`config.mk`:
```
export PLATFORM = sky130hd
export DESIGN_NAME = ioctl_sdram_loader
export DESIGN_NICKNAME = d
export VERILOG_FILES = /design/src/rtl/ioctl_sdram_loader.sv
export SDC_FILE = /design/constraint.sdc
export NUM_CORES = 1
export LEC_CHECK = 0
export ABC_CLOCK_PERIOD_IN_PS = 1960
export CELL_PAD_IN_SITES_DETAIL_PLACEMENT = 1
export CELL_PAD_IN_SITES_GLOBAL_PLACEMENT = 1
export CORE_MARGIN = 5
export CORE_UTILIZATION = 30
export CTS_BUF_LIST = sky130_fd_sc_hd__clkbuf_8 sky130_fd_sc_hd__clkbuf_16
export CTS_CLUSTER_DIAMETER = 150
export DETAILED_ROUTE_END_ITERATION = 8
export GPL_TIMING_DRIVEN = 1
export PLACE_DENSITY_LB_ADDON = 0.1
export SYNTH_ARGS = -nofsm -noshare
export SYNTH_HDL_FRONTEND = slang
export SYNTH_SLANG_ARGS = --single-unit
```
`constraint.sdc`:
```
create_clock -name clk -period 1.96 [get_ports clk]
set_clock_uncertainty 0.15 [all_clocks]
set_input_delay 0.392 -clock clk [delete_from_list [all_inputs] [get_ports clk]]
set_output_delay 0.392 -clock clk [all_outputs]
set_load 0.03 [all_outputs]
```
`src/rtl/ioctl_sdram_loader.sv`:
```
// Packs the HPS ROM download byte stream into 32-bit little-endian words and writes them to SDRAM.
// Latency: a completed word raises sdram_req one clock after its last byte is captured.
// Backpressure: ioctl_wait is high while a word is pending, the assembly word is full, or a flush is due.
module ioctl_sdram_loader #(
    parameter int                  IOCTL_AW  = 20,
    parameter int                  SDRAM_AW  = 23,
    parameter logic [SDRAM_AW-1:0] BASE_ADDR = '0
) (
    input  logic                clk,
    input  logic                reset_n,
    input  logic [IOCTL_AW-1:0] ioctl_addr,
    input  logic [7:0]          ioctl_data,
    input  logic                ioctl_wr,
    input  logic                ioctl_download,
    output logic                ioctl_wait,
    output logic [SDRAM_AW-1:0] sdram_addr,
    output logic [31:0]         sdram_data,
    output logic                sdram_we,
    output logic                sdram_req,
    input  logic                sdram_ack,
    output logic                done,
    output logic                overflow
);
    // Word address of a 32-bit word in the byte stream, and the width used to
    // widen {word_addr,0} before truncating it into the SDRAM address space.
    localparam int WAW   = IOCTL_AW - 2;
    localparam int EXT_W = (IOCTL_AW - 1 > SDRAM_AW) ? IOCTL_AW - 1 : SDRAM_AW;

    typedef enum logic {
        S_IDLE,
        S_REQ
    } state_t;

    state_t              state_q, state_d;

    // Assembly register: bytes collect here until the word is complete.
    logic [31:0]         asm_dat_q, asm_dat_d;
    logic [WAW-1:0]      asm_addr_q, asm_addr_d;
    logic [3:0]          asm_mask_q, asm_mask_d;

    // Pending register: one word waiting for (or being offered to) SDRAM.
    logic [31:0]         pend_dat_q, pend_dat_d;
    logic [SDRAM_AW-1:0] pend_addr_q, pend_addr_d;
    logic                pend_vld_q, pend_vld_d;

    logic                dl_q;
    logic                active_q, active_d;
    logic                done_q, done_d;
    logic                ovf_q, ovf_d;

    logic                req_w;
    logic                asm_full;
    logic                asm_nonempty;
    logic                flush_pend;
    logic                wait_w;
    logic                byte_acc;
    logic                addr_break;
    logic                move_asm;
    logic                ack_take;
    logic [WAW-1:0]      byte_waddr;
    logic [1:0]          byte_lane;
    logic [3:0]          lane_bit;
    logic [EXT_W-1:0]    asm_word_ext;
    logic [SDRAM_AW-1:0] asm_sdram_addr;

    assign byte_waddr   = ioctl_addr[IOCTL_AW-1:2];
    assign byte_lane    = ioctl_addr[1:0];
    assign lane_bit     = 4'b0001 << byte_lane;

    assign asm_full     = &asm_mask_q;
    assign asm_nonempty = |asm_mask_q;
    // Download has ended (seen through the registered copy) with a partial word left behind.
    assign flush_pend   = ~dl_q & asm_nonempty;
    assign wait_w       = pend_vld_q | asm_full | flush_pend;

    assign byte_acc     = ioctl_wr & ~wait_w;
    // A byte for a different word while one is half built: retire the old word first.
    // wait_w being low guarantees PEND is free to take it.
    assign addr_break   = byte_acc & asm_nonempty & (byte_waddr != asm_addr_q);
    // ASM only moves into an empty PEND; an ack on the same edge frees PEND for the next edge.
    assign move_asm     = ~pend_vld_q & (asm_full | flush_pend | addr_break);
    assign ack_take     = (state_q == S_REQ) & sdram_ack;

    // SDRAM takes 16-bit word addresses; wrap is modulo 2^SDRAM_AW.
    assign asm_word_ext   = EXT_W'({asm_addr_q, 1'b0});
    assign asm_sdram_addr = asm_word_ext[SDRAM_AW-1:0] + BASE_ADDR;

    // Next-state for the assembly / pending registers and the status flags.
    always_comb begin
        asm_dat_d   = asm_dat_q;
        asm_addr_d  = asm_addr_q;
        asm_mask_d  = asm_mask_q;
        pend_dat_d  = pend_dat_q;
        pend_addr_d = pend_addr_q;
        pend_vld_d  = pend_vld_q;
        ovf_d       = ovf_q | (ioctl_wr & wait_w);

        if (ack_take) begin
            pend_vld_d = 1'b0;
        end

        // Unwritten lanes stay zero because ASM data is cleared whenever a word leaves.
        if (move_asm) begin
            pend_dat_d  = asm_dat_q;
            pend_addr_d = asm_sdram_addr;
            pend_vld_d  = 1'b1;
            asm_dat_d   = '0;
            asm_mask_d  = '0;
        end

        if (byte_acc) begin
            if (addr_break || !asm_nonempty) begin
                asm_dat_d                            = '0;
                asm_dat_d[{byte_lane, 3'b000} +: 8] = ioctl_data;
                asm_addr_d                           = byte_waddr;
                asm_mask_d                           = lane_bit;
            end else begin
                asm_dat_d[{byte_lane, 3'b000} +: 8] = ioctl_data;
                asm_mask_d                           = asm_mask_q | lane_bit;
            end
        end

        // Completion needs a download seen since the last pulse, and nothing left to write.
        done_d   = ~ioctl_download & ~asm_nonempty & ~pend_vld_q & active_q;
        active_d = done_d ? 1'b0 : (active_q | ioctl_download);
    end

    // SDRAM request FSM: next state and request outputs.
    always_comb begin
        state_d = state_q;
        req_w   = 1'b0;
        case (state_q)
            S_IDLE: begin
                if (move_asm) begin
                    state_d = S_REQ;
                end
            end
            S_REQ: begin
                req_w = 1'b1;
                if (sdram_ack) begin
                    state_d = S_IDLE;
                end
            end
            default: begin
                state_d = S_IDLE;
            end
        endcase
    end

    // FSM state register.
    always_ff @(posedge clk or negedge reset_n) begin
        if (!reset_n) begin
            state_q <= S_IDLE;
        end else begin
            state_q <= state_d;
        end
    end

    // Datapath and status registers; reset discards any in-flight word.
    always_ff @(posedge clk or negedge reset_n) begin
        if (!reset_n) begin
            asm_dat_q   <= '0;
            asm_addr_q  <= '0;
            asm_mask_q  <= '0;
            pend_dat_q  <= '0;
            pend_addr_q <= '0;
            pend_vld_q  <= 1'b0;
            dl_q        <= 1'b0;
            active_q    <= 1'b0;
            done_q      <= 1'b0;
            ovf_q       <= 1'b0;
        end else begin
            asm_dat_q   <= asm_dat_d;
            asm_addr_q  <= asm_addr_d;
            asm_mask_q  <= asm_mask_d;
            pend_dat_q  <= pend_dat_d;
            pend_addr_q <= pend_addr_d;
            pend_vld_q  <= pend_vld_d;
            dl_q        <= ioctl_download;
            active_q    <= active_d;
            done_q      <= done_d;
            ovf_q       <= ovf_d;
        end
    end

    assign ioctl_wait = wait_w;
    assign sdram_addr = pend_addr_q;
    assign sdram_data = pend_dat_q;
    assign sdram_req  = req_w;
    assign sdram_we   = req_w;
    assign done       = done_q;
    assign overflow   = ovf_q;

endmodule

```
# ---- After elaboration in Yosys (flattened, before gate mapping)
# Cells that the tools add are included.
dict set report word_totals {
  output_inout_bits 60
  word_cells 61
  in_bits 33
  regBits 110
}
dict set report op_classes {
  n_eq_ne 1
  reduce_logical 7
  muxes 14
  n_shift 3
  bitwise_logic 24
  n_addsub 1
}
# operator count
set op_table {}
lappend op_table {{2-to-1 mux 32 bit} 3}
lappend op_table {{AND 32 bit} 1}
lappend op_table {{bitwise mux 32 bit} 1}
lappend op_table {{variable shift 8 x 7 -> 32 bit, first input constant} 1}
lappend op_table {{indexed part select 8 x 7 -> 32 bit} 1}
lappend op_table {{inequality test 18 bit} 1}
lappend op_table {{2-to-1 mux 4 bit} 3}
lappend op_table {{AND 1 bit} 10}
lappend op_table {{negator 5 -> 7 bit} 1}
lappend op_table {{2-to-1 mux 1 bit} 6}
lappend op_table {{inverter 1 bit} 6}
lappend op_table {{OR 1 bit} 6}
lappend op_table {{OR 4 bit} 1}
lappend op_table {{AND reduction 4 bit} 1}
lappend op_table {{nonzero test 2 bit} 2}
lappend op_table {{OR reduction 4 bit} 1}
lappend op_table {{left shift 1 x 2 -> 4 bit, first input constant} 1}
lappend op_table {{case mux 1 bit (2 select lines)} 1}
lappend op_table {{AND reduction 2 bit} 1}
lappend op_table {{logical NOT 1 bit} 1}
lappend op_table {{logical OR 1 bit} 1}

# ---- Longest topological paths before layout
# Gate-level depths: netlist (run 1).
dict set report depth {
  word_depth 13
  mapped_depth 7
  depth_no_buf 6
}

# ---- Worst setup path before layout (run 1)
# No wires, ideal clock.
dict set report synth_timing {
  path_type {reg2reg}
  startpoint {register asm_addr_q[4]}
  endpoint {register pend_addr_q[10], in the netlist sdram_addr[10]}
  setup_slack_ps -187
  synth_period_minus_slack_ps 2147
  required_time_ps 1685
  setup_time_ps 125
  t_arrival_ps 1873
  n_path_buf 1
  path_stages_with_launch 8
  path_cell_list {dfrtp_1 -> xnor2_1 -> nand4_1 -> nor3_1 -> nand2_1 -> a31oi_4 -> buf_6 -> mux2_2}
}
dict set report synth_between {
  elab_chain_len 4
}
# element line_no
set synth_lines {}
lappend synth_lines {{start, declared} 38} ;# logic [WAW-1:0] asm_addr_q, asm_addr_d;
lappend synth_lines {{start signal, assigned} 174} ;# asm_addr_q <= asm_addr_d;
lappend synth_lines {{inequality test 18 bit} 79} ;# assign addr_break = byte_acc & asm_nonempty & (byte_waddr != asm_addr_q);
lappend synth_lines {{AND 1 bit} 79}
lappend synth_lines {{OR 1 bit} 81} ;# assign move_asm = ~pend_vld_q & (asm_full | flush_pend | addr_break);
lappend synth_lines {{AND 1 bit} 81}
lappend synth_lines {{end signal, assigned} 177} ;# pend_addr_q <= pend_addr_d;
lappend synth_lines {{end, declared} 43} ;# logic [SDRAM_AW-1:0] pend_addr_q, pend_addr_d;
# Every way passes these cells.
# A chain may end at the register's enable or synchronous reset.

# ---- Worst setup path in the final report (run 1)
dict set report layout_timing {
  startpoint {register asm_addr_q[15]}
  endpoint {register pend_dat_q[9], in the netlist sdram_data[9]}
}
dict set report layout_between {
  elab_chain_len 4
}
# element line_no
set layout_lines {}
lappend layout_lines {{inequality test 18 bit} 79}
lappend layout_lines {{AND 1 bit} 79}
lappend layout_lines {{OR 1 bit} 81}
lappend layout_lines {{AND 1 bit} 81}
lappend layout_lines {{end signal, assigned} 176} ;# pend_dat_q <= pend_dat_d;
lappend layout_lines {{end, declared} 42} ;# logic [31:0] pend_dat_q, pend_dat_d;
# Every way passes these cells.

==> impl_metrics.tcl, run 1 <==
set metrics [dict create \
    status "finished, violations left" \
    violations "negative setup slack" \
    die_y_um 133 \
    critical_path_class "reg -> reg" \
    grt-busiest-layer "met2" \
    cts_buffers 9 \
    root_buffer "clkbuf_16" \
    grt_overflow 0 \
    met1_usage_pct 19.5 \
    drt-initial-drc-count 145 \
    slowest_stage "dfrtp_1" \
    synth_top_area_share_pct 61.1 \
    drc_errors 0 \
    worstSetupStartpointType "register" \
    area_growth_pct 55.4 \
    routed_wl_um 12900 \
    num-fill-cells 1467 \
    grt_max_degree 42 \
    htree_levels 3 \
    postSynthAreaPerCell_um2 15.2 \
    wl_per_cell_um 19.9 \
    rsz0062_at_grt "true" \
    drive_gt1_share_pct 39.6 \
    synth_cell_type_count 41 \
    maxCapViolations 0 \
    finalHoldViolCount 0 \
    clock.fmax_mhz 446 \
    min_period_ns 2.24 \
    placed_area_um2 5940 \
    crit_path_cell_trace "xnor2_2 > nand4_1 > nor3_2 > nand2_1 > a31oi_4 > buf_6 > buf_8 > buf_16 > mux2_4" \
    synth_top_area_cell "dfrtp_1" \
    grt_pass1_wl_um 20300 \
    peakVddDrop_uv 885 \
    final_cells 649 \
    syn_area_um2 4510 \
    seq_area_um2 2750 \
    synth_edf_count 0 \
    die_area_um2 17600 \
    drv_slew 0 \
    max_stage_delay_ns 0.41 \
    path_clk_slew_ns 0.07 \
    setup_viol 104 \
    firstDrtPassIters 4 \
    final_cell_area_um2 7000 \
    met3_usage_pct 4.37 \
    crit_fanout 7 \
    insertion_delay_ns 0.35 \
    power_w 0.0111 \
    core_um2 14600 \
    cts_sinks 110 \
    die_x_um 133 \
    cp-end-kind "register" \
    io_buffers 87 \
    syn_inst 297 \
    clk_path_buf_depth 2 \
    synth_seq_area_share_pct 61.1 \
    critPathRequiredTime_ns 2.05 \
    ys_warn_count 0 \
    start_util_pct 30.8 \
    synth.area.top_cells "dfrtp_1 (61%), mux2_2 (15%), a22o_1 (6.6%)" \
    yosys_most_used_dff "dfrtp_1" \
    use_met2_pct 22.9 \
    cts_tree "yes" \
    place.gp.congestion 0.721 \
    crit_arrival_ns 2.33 \
    multi_input_area_um2 2050 \
    grt_pass1_vias 3511 \
    timing.final.ws_setup_ns -0.282 \
    grt_usage_pct 14.7 \
    leakagePower_nw 3.84 \
    vias_per_cell 4.78 \
    ys_ff_latch 110 \
    finalCritPeriodShare_pct 114 \
    final_nets 498 \
    num_io_pins 93 \
    postRouteAntennaNets 0 \
    placedCellCount 612 \
    antenna_cells 0 \
    finalSetupTns_ns -17.06 \
    place.detailed.hpwl_um 8090 \
    pwr_density_cell_nw_per_um2 1590 \
    num_rows 44 \
    via_count 3101 \
    whs_ns 0.297 \
    antenna_found_initial 0 \
    synthArstFlopShare_pct 100 \
    hold_class "in -> async" \
]
-- what timing repair did --
item | in CTS | in global routing
setup buffers | 10 | 8
pin swaps | 19 | 18
setup endpoints to repair | 119 | 140
hold endpoints to repair | 17 | 0
hold buffers | 1 | 0
resized for setup | 97 | 75
cloned | 5 | 2
-- cell usage in the layout (no fill, tap or decap), types with 3 or more instances in the layout --
cell / Yosys / final
a22o_1: 34 / 34
buf_12: 0 / 4
buf_16: 0 / 3
buf_4: 6 / 51
buf_6: 6 / 15
buf_8: 0 / 3
clkbuf_16: 0 / 10
clkdlybuf4s50_1: 0 / 22
conb_1: 1 / 5
dfrtp_1: 110 / 110
dlygate4sd2_1: 0 / 30
dlymetal6s2s_1: 0 / 33
ha_1: 4 / 4
inv_1: 2 / 3
mux2_2: 61 / 9
mux2_4: 0 / 57
nand2_1: 4 / 3
nand2_8: 0 / 4
nand2b_1: 3 / 3
nand4_1: 5 / 5
nor3_2: 1 / 3
o31ai_4: 0 / 3
xnor2_1: 16 / 11
xnor2_2: 0 / 5
-- power by group --
group | leakage, nW | internal (W) | switching, W
sequential | 1.44 | 0.00287 | 0.000429
clock | 0.143 | 0.000922 | 0.000829
combinational | 2.26 | 0.00331 | 0.00275
total | 3.84 | 0.00711 | 0.00400
-- critical path: cells and delay by family, from the launching register on --
kind	cells	cell delay, ns
AOI/OAI and AO/OA	1	0.18
xor gates and xnor gates	1	0.19
buffers and inverters	3	0.40
DFF	1	0.41
muxes	1	0.30
and+or+nand+nor	3	0.48
-- path summary, 6_finish.rpt --
check | startpoint | endpoint | slack (ns) | cells after the start
min in group clk | ioctl_addr[5] | asm_addr_q[3] | 0.30 | 2
worst max-delay path | asm_addr_q[15] | sdram_data[9] | -0.28 | 9
worst min register to register | overflow | overflow | 0.34 | 1
worst max register to register | asm_addr_q[15] | sdram_data[9] | -0.28 | 9
max in group asynchronous | reset_n | asm_addr_q[8] | 0.69 | 3
worst min-delay path | reset_n | sdram_data[22] | 0.30 | 2
-- sequential cells by signal (all words and copies together), names as in the netlist --
name / count
asm_dat_q: 32
dl_q: 1
state_q: 1
done: 1
sdram_data: 32
active_q: 1
overflow: 1
asm_addr_q: 18
pend_vld_q: 1
asm_mask_q: 4
sdram_addr: 18
-- routing by layer --
metal	wire length, um	up-vias
li1	-	1411
met2	6140	69
met5	0	-
met4	212	0
met1	5980	1602
met3	576	19
-- synthesized netlist by cell type, types with 2 or more instances --
library cell and instances:
mux2_1 7, ha_1 4, nor3_1 3, o21bai_1 2, mux2_2 61, a32o_1 2, inv_1 2, buf_1 2
a22o_1 34, xor2_1 2, buf_4 6, nand4_1 5, and4_1 2, o31ai_2 4, dfrtp_1 110, nand2_1 4
buf_6 6, xnor2_1 16, nand2b_1 3
-- layout make-up --
cell class | instances | area share (%)
sequential | 110 | 39.3
multi-input combinational | 175 | 29.2
timing repair buffer | 163 | 24.1
clock buffer | 11 | 3.61
tap | 184 | 3.29
clock inverter | 4 | 0.322
inverter | 2 | 0.107
-- cell families after synthesis --
| kind of cell | synth area share (%) |
|---|---|
| AND/OR/NAND/NOR | 4.05 |
| adder cells (fa/ha/maj) | 1.11 |
| multiplexers | 17.2 |
| XOR/XNOR | 3.50 |
| flip-flops | 61.1 |
| buffers and inverters | 3.14 |
| AO/OA/AOI/OAI | 9.83 |
| other | 0.0832 |
-- through the flow --
stage | setup WS, ns | util (%)
global route | -0.359 | 47.8
CTS | -0.345 | 45.3
finish | -0.282 | 47.8
detailed placement | -0.862 | 40.6
global placement | -0.828 | 40.6
floorplan | -0.159 | -
Power figures use the tool's default switching activity.
==> run 2: changes to the inputs <==
==> constraint.sdc (replaced) <==
create_clock -name clk -period 1.96 [get_ports clk]
set_clock_uncertainty 0.15 [all_clocks]
set_input_delay 0.392 -clock clk [delete_from_list [all_inputs] [get_ports clk]]
set_output_delay 0.392 -clock clk [all_outputs]
set_load 0.02 [all_outputs]
==> run 2 against run 1 <==
The flow still finishes with violations (negative setup slack); count of clock-buffer cells in the layout fell by 1; critical path depth fell by 1; first-iteration DRC count fell by 41%; fmax rose by 1.8%; via count fell by 0.29%; wire length fell by 2.7%; hold slack got worse by 0.0044 ns; global-route usage fell by 0.099 points; final cell count fell by 0.46%; clock power fell by 3%; critical endpoint is now sdram_data[14]; largest cell class unchanged; largest power group unchanged.
==> impl_metrics.tcl, run 2 (synthesized netlist as in run 1, its figures left out) <==
set metrics [dict create \
    num-fill-cells 1471 \
    drc_errors 0 \
    via_count 3092 \
    critPathRequiredTime_ns 2.04 \
    drt-initial-drc-count 86 \
    finalCritPeriodShare_pct 112 \
    final_nets 494 \
    crit_path_cell_trace "xnor2_2 > nand4_1 > nor3_2 > nand2_2 > a31oi_4 > buf_12 > clkbuf_16 > mux2_2" \
    finalHoldViolCount 0 \
    hold_class "in -> async" \
    num_rows 44 \
    grt_overflow 0 \
    timing.reg2reg.setup_slack_ns -0.24 \
    num_io_pins 93 \
    grt_max_degree 48 \
    crit_fanout 7 \
    wl_per_cell_um 19.4 \
    critical_path_class "reg -> reg" \
    drive_gt1_share_pct 38.5 \
    maxCapViolations 0 \
    rr_endpoint "sdram_data[14]" \
    postRouteAntennaNets 0 \
    leakagePower_nw 3.31 \
    die_area_um2 17600 \
    clock.fmax_mhz 454 \
    multi_input_area_um2 2010 \
    cts_tree "yes" \
    cp-end-kind "register" \
    max_stage_delay_ns 0.41 \
    htree_levels 3 \
    place.detailed.hpwl_um 8090 \
    min_period_ns 2.20 \
    cts_sinks 110 \
    grt_usage_pct 14.6 \
    path_clk_slew_ns 0.07 \
    cts_buffers 9 \
    mostFrequentLayoutCell "dfrtp_1" \
    crit_start "asm_addr_q[4]" \
    layout_common_cells "dfrtp_1 (110), clkdlybuf4s50_1 (66), mux2_4 (55)" \
    worstSetupStartpointType "register" \
    grt_pass1_vias 3521 \
    r2r-start "asm_addr_q[4]" \
    area_growth_pct 52.3 \
    firstDrtPassIters 4 \
    crit_arrival_ns 2.28 \
    insertion_delay_ns 0.35 \
    status "finished, violations left" \
    pwr_density_cell_nw_per_um2 1560 \
    setup_viol 102 \
    place.gp.congestion 0.763 \
    rsz0062_at_grt "true" \
    antenna_cells 0 \
    rr_worst_depth 8 \
    dp_slack_ns -0.836 \
    timing.final.ws_setup_ns -0.241 \
    die_y_um 133 \
    peakVddDrop_uv 731 \
    root_buffer "clkbuf_16" \
    die_x_um 133 \
    seq_area_um2 2750 \
    finalSetupTns_ns -16.40 \
    core_um2 14600 \
    clk_path_buf_depth 2 \
    violations "negative setup slack" \
    io_buffers 87 \
    drv_slew 0 \
    slowest_stage "dfrtp_1" \
    vias_per_cell 4.79 \
    start_util_pct 30.8 \
    routed_wl_um 12600 \
    antenna_found_initial 0 \
    grt_pass1_wl_um 20000 \
]
run 2: changes by cell type in the layout (fill, tap and decap cells not counted), moves of 4 or more:
cell / change
buf_6: -7
dlygate4sd2_1: -14
clkdlybuf4s50_1: +44
mux2_2: +4
buf_12: +5
dlymetal6s2s_1: -30
run 2: layer usage:
| layer | global-route usage [%] | share of wire, % |
|---|---|---|
| met2 | 24.2 | 49 |
| met3 | 4.63 | 4.2 |
| met4 | 3.75 | 1.2 |
| met5 | 0 | 0 |
| met1 | 18.6 | 45 |
run 2: layout make-up:
| type | instances | area share, % |
|---|---|---|
| clock buffers | 10 | 3.48 |
| flip-flops and latches | 110 | 40.1 |
| inverters | 2 | 0.109 |
| repair buffers | 159 | 23.3 |
| multi-input cells | 175 | 29.3 |
| well taps | 184 | 3.35 |
| clock inverters | 6 | 0.437 |
run 2: worst max-delay path: cells and delay by family, from the launching register on:
| kind | cells | cell delay [ns] |
|---|---|---|
| flops | 1 | 0.41 |
| xor+xnor | 1 | 0.17 |
| mux | 1 | 0.33 |
| buf+inv | 2 | 0.33 |
| compound gates | 1 | 0.22 |
| simple gates | 3 | 0.47 |
run 2: where the power goes:
part	switching, W	leakage (nW)	internal [W]
logic	0.00240	1.73	0.00331
registers	0.000444	1.44	0.00288
clock network	0.000814	0.146	0.000885
run 2: what timing repair did:
item / 4_1_cts / 5_1_grt
buffers inserted: 10 / 7
setup endpoints to repair: 104 / 108
pin swaps: 23 / 14
cloned: 4 / 2
gates resized for setup: 82 / 34
hold endpoints to repair: 12 / 0
hold buffers: 1 / 0
run 2: stage by stage:
stage	hold WS, ns	cells	area [um2]	utilization [%]	total power [W]
6_report	0.292	646	6870	46.9	0.0107
3_5_place_dp	0.125	610	5940	40.6	0.00746
4_1_cts	0.281	639	6640	45.4	0.0105
5_1_grt	0.290	646	6870	46.9	0.0113
3_3_place_gp	0.122	610	5940	40.6	0.00738
2_1_floorplan	-0.0536	301	4530	-	0.00568
run 2: worst max-delay path by stage:
stage | to | slack [ns]
floorplan | sdram_addr[10] | -0.16
global placement | sdram_addr[5] | -0.83
detailed placement | sdram_data[23] | -0.84
CTS | sdram_data[9] | -0.31
global route | sdram_data[12] | -0.35
finish | sdram_data[14] | -0.24
